==> src/rtl/mantissa_addsub_norm.sv <==
// Mantissa add/sub with FSM left-normalization for the FPU add path.
// Define MANTISSA_LZC_FAST_EN to replace iterative NORM with LZC + barrel shift.
module mantissa_addsub_norm #(
  parameter int WIDTH = 24,
  parameter int EXP_W = 8
) (
  input  logic             clk,
  input  logic             rst_n,
  input  logic             in_valid,
  output logic             in_ready,
  input  logic [WIDTH-1:0] maior_mantissa,
  input  logic [WIDTH-1:0] menor_mantissa,
  input  logic             sinal_resultado,
  input  logic [EXP_W-1:0] exponent,
  input  logic             op_sub,
  output logic             out_valid,
  input  logic             out_ready,
  output logic [WIDTH-1:0] mantissa_out,
  output logic [EXP_W-1:0] exponent_out,
  output logic             sign_out,
  output logic             zero,
  output logic             overflow,
  output logic             underflow
);

  typedef enum logic [1:0] {IDLE, CALC, NORM, DONE} state_t;

  localparam logic [EXP_W-1:0] EXP_ONES = {EXP_W{1'b1}};
  localparam logic [EXP_W-1:0] EXP_ONE  = EXP_W'(1);

  state_t r_state, w_next;

  logic [WIDTH-1:0] r_maior, r_menor;
  logic [EXP_W-1:0] r_exp_in;
  logic             r_sgn_in, r_sub;

  logic [WIDTH-1:0] r_mant;
  logic [EXP_W-1:0] r_exp;
  logic             r_sign, r_zero, r_ovf, r_unf;

  logic [WIDTH:0]   w_sum;
  logic [WIDTH-1:0] w_diff;
  logic [EXP_W-1:0] w_exp_inc;
  logic             w_calc_norm;
  logic             w_norm_end;

  assign w_sum     = {1'b0, r_maior} + {1'b0, r_menor};
  assign w_diff    = r_maior - r_menor;
  assign w_exp_inc = r_exp_in + EXP_ONE;

`ifdef MANTISSA_LZC_FAST_EN
  localparam int LZW = $clog2(WIDTH + 1);
  localparam int CW  = (EXP_W > LZW) ? EXP_W : LZW;

  logic [CW-1:0] w_lz, w_emax, w_shift;

  always_comb begin
    w_lz = CW'(WIDTH);
    for (int i = 0; i < WIDTH; i++)
      if (w_diff[i]) w_lz = CW'(WIDTH - 1 - i);
  end

  // Shift is capped so the exponent never drops below 1.
  assign w_emax      = CW'(r_exp_in) - CW'(1);
  assign w_shift     = (w_lz < w_emax) ? w_lz : w_emax;
  assign w_calc_norm = 1'b0;
`else
  assign w_calc_norm = r_sub && (w_diff != '0) &&
                       !w_diff[WIDTH-1] && (r_exp_in != '0);
`endif

  assign w_norm_end = ((r_exp == EXP_ONE) && !r_mant[WIDTH-1]) ||
                      r_mant[WIDTH-2];

  always_ff @(posedge clk or negedge rst_n) begin
    if (!rst_n) r_state <= IDLE;
    else        r_state <= w_next;
  end

  always_comb begin
    w_next = r_state;
    unique case (r_state)
      IDLE:    if (in_valid) w_next = CALC;
      CALC:    w_next = w_calc_norm ? NORM : DONE;
      NORM:    if (w_norm_end) w_next = DONE;
      DONE:    if (out_ready) w_next = IDLE;
      default: w_next = IDLE;
    endcase
  end

  always_ff @(posedge clk or negedge rst_n) begin
    if (!rst_n) begin
      r_maior  <= '0;
      r_menor  <= '0;
      r_exp_in <= '0;
      r_sgn_in <= 1'b0;
      r_sub    <= 1'b0;
      r_mant   <= '0;
      r_exp    <= '0;
      r_sign   <= 1'b0;
      r_zero   <= 1'b0;
      r_ovf    <= 1'b0;
      r_unf    <= 1'b0;
    end else begin
      unique case (r_state)
        IDLE: if (in_valid) begin
          r_maior  <= maior_mantissa;
          r_menor  <= menor_mantissa;
          r_exp_in <= exponent;
          r_sgn_in <= sinal_resultado;
          r_sub    <= op_sub;
          r_zero   <= 1'b0;
          r_ovf    <= 1'b0;
          r_unf    <= 1'b0;
        end
        CALC: begin
          r_sign <= r_sgn_in;
          r_exp  <= r_exp_in;
          if (!r_sub) begin
            if (w_sum[WIDTH]) begin
              if (w_exp_inc == EXP_ONES) begin
                r_ovf  <= 1'b1;
                r_exp  <= EXP_ONES;
                r_mant <= '0;
              end else begin
                r_exp  <= w_exp_inc;
                r_mant <= w_sum[WIDTH:1];
              end
            end else begin
              r_mant <= w_sum[WIDTH-1:0];
              if ((r_exp_in == '0) && w_sum[WIDTH-1]) r_exp <= EXP_ONE;
            end
          end else if (w_diff == '0) begin
            r_zero <= 1'b1;
            r_mant <= '0;
            r_exp  <= '0;
            r_sign <= 1'b0;
          end else begin
            r_mant <= w_diff;
`ifdef MANTISSA_LZC_FAST_EN
            if (!w_diff[WIDTH-1] && (r_exp_in != '0)) begin
              r_mant <= w_diff << w_shift;
              if (w_shift < w_lz) begin
                r_exp <= '0;
                r_unf <= 1'b1;
              end else begin
                r_exp <= r_exp_in - w_shift[EXP_W-1:0];
              end
            end
`endif
          end
        end
        NORM: begin
          if ((r_exp == EXP_ONE) && !r_mant[WIDTH-1]) begin
            r_exp <= '0;
            r_unf <= 1'b1;
          end else begin
            r_mant <= r_mant << 1;
            r_exp  <= r_exp - EXP_ONE;
          end
        end
        default: ;
      endcase
    end
  end

  assign in_ready     = (r_state == IDLE);
  assign out_valid    = (r_state == DONE);
  assign mantissa_out = r_mant;
  assign exponent_out = r_exp;
  assign sign_out     = r_sign;
  assign zero         = r_zero;
  assign overflow     = r_ovf;
  assign underflow    = r_unf;

endmodule

==> config.mk <==
export PLATFORM = sky130hd
export DESIGN_NAME = mantissa_addsub_norm
export DESIGN_NICKNAME = d
export VERILOG_FILES = /design/src/rtl/mantissa_addsub_norm.sv
export SDC_FILE = /design/constraint.sdc
export NUM_CORES = 1
export LEC_CHECK = 0
export CORE_AREA = 2 2 145 147
export CTS_CLUSTER_DIAMETER = 120
export DETAILED_ROUTE_END_ITERATION = 10
export DIE_AREA = 0 0 147 149
export PLACE_DENSITY = 0.59
export SLEW_MARGIN = 15
export SYNTH_ARGS = -nofsm -noshare
export SYNTH_HDL_FRONTEND = slang
export SYNTH_SLANG_ARGS = --single-unit
==> constraint.sdc <==
create_clock -name clk -period 3.55 [get_ports clk]
set_input_delay 0.355 -clock clk [delete_from_list [all_inputs] [get_ports clk]]
set_output_delay 0.355 -clock clk [all_outputs]
set_load 0.005 [all_outputs]
==> impl_metrics.json <==
{
  "status": "finished clean",
  "top_usage_layer": "met2",
  "synthFlopType": "dfrtp_1",
  "stdcell_area_um2": 9780,
  "path_clk_slew_ns": 0.07,
  "wl_um": 23200,
  "timing_hold_violations_final": 0,
  "maxSlewViolCount": 0,
  "h-tree-depth": 3,
  "clk-insertion-delay-late_ns": 0.36,
  "cts_tree": "built",
  "reg2reg_depth": 11,
  "cp_data_arrival_time_ns": 3.54,
  "syn_nets": 1021,
  "port_buffers": 99,
  "rr_endpoint": "mantissa_out[6]",
  "finClkSkew_ns": 0.0105,
  "ys_warn_count": 0,
  "antenna_found_initial": 0,
  "ioPinCount": 100,
  "dp_slack_ns": 0.165,
  "rows": 53,
  "synthTopCellsByArea": "dfrtp_1, ha_1, mux2_2",
  "fin_crit_sh_pct": 92.8,
  "area_delta_synth_final_pct": 22.7,
  "wire_per_inst_um": 18.0,
  "grt_usage_pct": 21.5,
  "slew_headroom_pct": 52.4,
  "design.core.area_um2": 20600,
  "globalRouteMet2Util_pct": 34.2,
  "drt_iter0_drc": 572,
  "reg2reg_from": "r_maior[15]",
  "avgViaCountPerCell": 5.68,
  "synth_edf_count": 0,
  "grt_start_max_net_pins": 41,
  "die_h_um": 149,
  "synth_top_area_share_pct": 30.1,
  "start_kind": "register",
  "tightest_slew_ns": 0.711,
  "gp_congestion": 0.914,
  "nets": 1128,
  "required_ns": 3.79,
  "dpl_cell_area_um2": 9440,
  "start_util_pct": 38.8,
  "gr-usage-met1_pct": 29.9,
  "grt_pass1_wl_um": 37700,
  "fin_crit_ns": 3.29,
  "setup_viol": 0,
  "yosysMostFrequentCell": "dfrtp_1",
  "use_met3_pct": 3.49,
  "synth_top_cell_by_area": "dfrtp_1",
  "cp_max_fo": 10,
  "cts_setup_buffers": 0,
  "crit_type": "reg -> reg",
  "r2r_slack_ns": 0.26,
  "route.antenna.remaining_nets": 0,
  "grt_overflow_total": 0,
  "drive_gt1_share_pct": 15.8,
  "grt_setup_unrepaired": "false",
  "nFillCells": 2020,
  "end_kind": "register",
  "syn_avg_cell_area_um2": 8.85,
  "synth-seq-cells": 96,
  "die-area_um2": 21900,
  "hpwl_um": 18100,
  "cap_viol_max_count": 0,
  "grt_pass1_vias": 7090,
  "drtPass1Iterations": 5,
  "async_flop_share_pct": 100,
  "cts_sinks": 96,
  "syn-instance-count": 901,
  "synth_commonest_cells": "dfrtp_1, nand2_1, nor2_1",
  "antenna_cells": 0,
  "hold_class": "in -> async",
  "die_w_um": 147,
  "clock.fmax_ghz": 0.303,
  "final.setup.worst_slack_ns": 0.255,
  "synth_area_um2": 7970,
  "numCtsBuffers": 9,
  "synth_seq_area_share_pct": 30.1,
  "clockRootBuffer": "clkbuf_16",
  "ys_types": 91,
  "drc_errors": 0,
  "via_count": 7309,
  "cts_buffer_depth": 2,
  "finalSetupTns_ns": 0
}
-- state kept, by name, indices dropped and copies added (netlist names) --
signal and flops:
exponent_out 8, mantissa_out 24, overflow 1, r_exp_in 8
r_maior 24, r_menor 24, r_sgn_in 1, r_state 2
r_sub 1, sign_out 1, underflow 1, zero 1
-- layout by cell type (no fill, tap or decap), types with 31 or more instances in the layout --
| cell | netlist | routed |
|---|---|---|
| inv_1 | 59 | 59 |
| o21ai_0 | 40 | 38 |
| nor3_1 | 31 | 31 |
| xnor2_1 | 33 | 33 |
| ha_1 | 56 | 55 |
| nor2_1 | 63 | 61 |
| buf_4 | 8 | 43 |
| mux2_2 | 58 | 58 |
| clkdlybuf4s50_1 | 0 | 98 |
| a21oi_1 | 56 | 55 |
| nand2_1 | 71 | 70 |
| dfrtp_1 | 96 | 96 |
-- cells by family after synthesis --
logic type	after synthesis	share of synthesized area, %
simple gates	276	17.6
compound gates	258	23.7
buf+inv	109	5.89
flops	96	30.1
mux	66	9.20
fa+ha+maj	58	9.29
xor+xnor	38	4.18
-- area by class of cell --
type | count | area (µm²) | share of cell area (%)
tap | 275 | 344 | 3.52
timing repair buffer | 145 | 1370 | 14.0
clock buffer | 9 | 225 | 2.30
inverter | 60 | 225 | 2.30
clock inverter | 6 | 92.6 | 0.947
multi-input combinational | 696 | 5120 | 52.3
sequential | 96 | 2400 | 24.6
-- per-layer routing --
metal | share of wire [%] | wire length [µm] | up-vias
li1 | - | - | 3524
met4 | 2.3 | 541 | 0
met1 | 47 | 10900 | 3490
met5 | 0 | 0 | -
met2 | 45 | 10500 | 246
met3 | 5.3 | 1220 | 49
-- worst max-delay path by stage --
stage                           start  slack (ns)              end
after floorplan            r_maior[0]        0.65  exponent_out[7]
after global placement     r_maior[9]        0.18  mantissa_out[6]
after detailed placement   r_maior[9]        0.16  mantissa_out[6]
after CTS                  r_maior[9]        0.15  mantissa_out[6]
after global routing       r_maior[0]      0.0009  exponent_out[7]
final                     r_maior[15]        0.26  mantissa_out[6]
-- stage by stage --
stage          hold slack, ns  std cells  utilization, %
6_report                0.515       1287            47.6
5_1_grt                 0.550       1287            47.6
4_1_cts                 0.523       1287            47.5
3_5_place_dp            0.373       1271            45.9
3_3_place_gp            0.371       1271            45.9
2_1_floorplan          0.0594        901               -
-- critical path, cell delays in order, from the launching register on --
cell and delay [ns]:
dfrtp_1 0.41, ha_1 0.34, inv_1 0.22, nand4_1 0.17, nand2b_1 0.19, or3_1 0.36, nor3_2 0.38, or2_4 0.26
buf_4 0.19, nor2_1 0.06, o311a_1 0.35, a221o_1 0.26
-- what timing repair did --
item | 4_1_cts | 5_1_grt
gates resized for setup | 0 | 7
hold buffers | 1 | 0
endpoints found under the setup margin | 0 | 22
endpoints found under the hold margin | 18 | 0
Power is not shown: default switching activity piles up to over one toggle a cycle in this logic, so the estimate is an artifact.
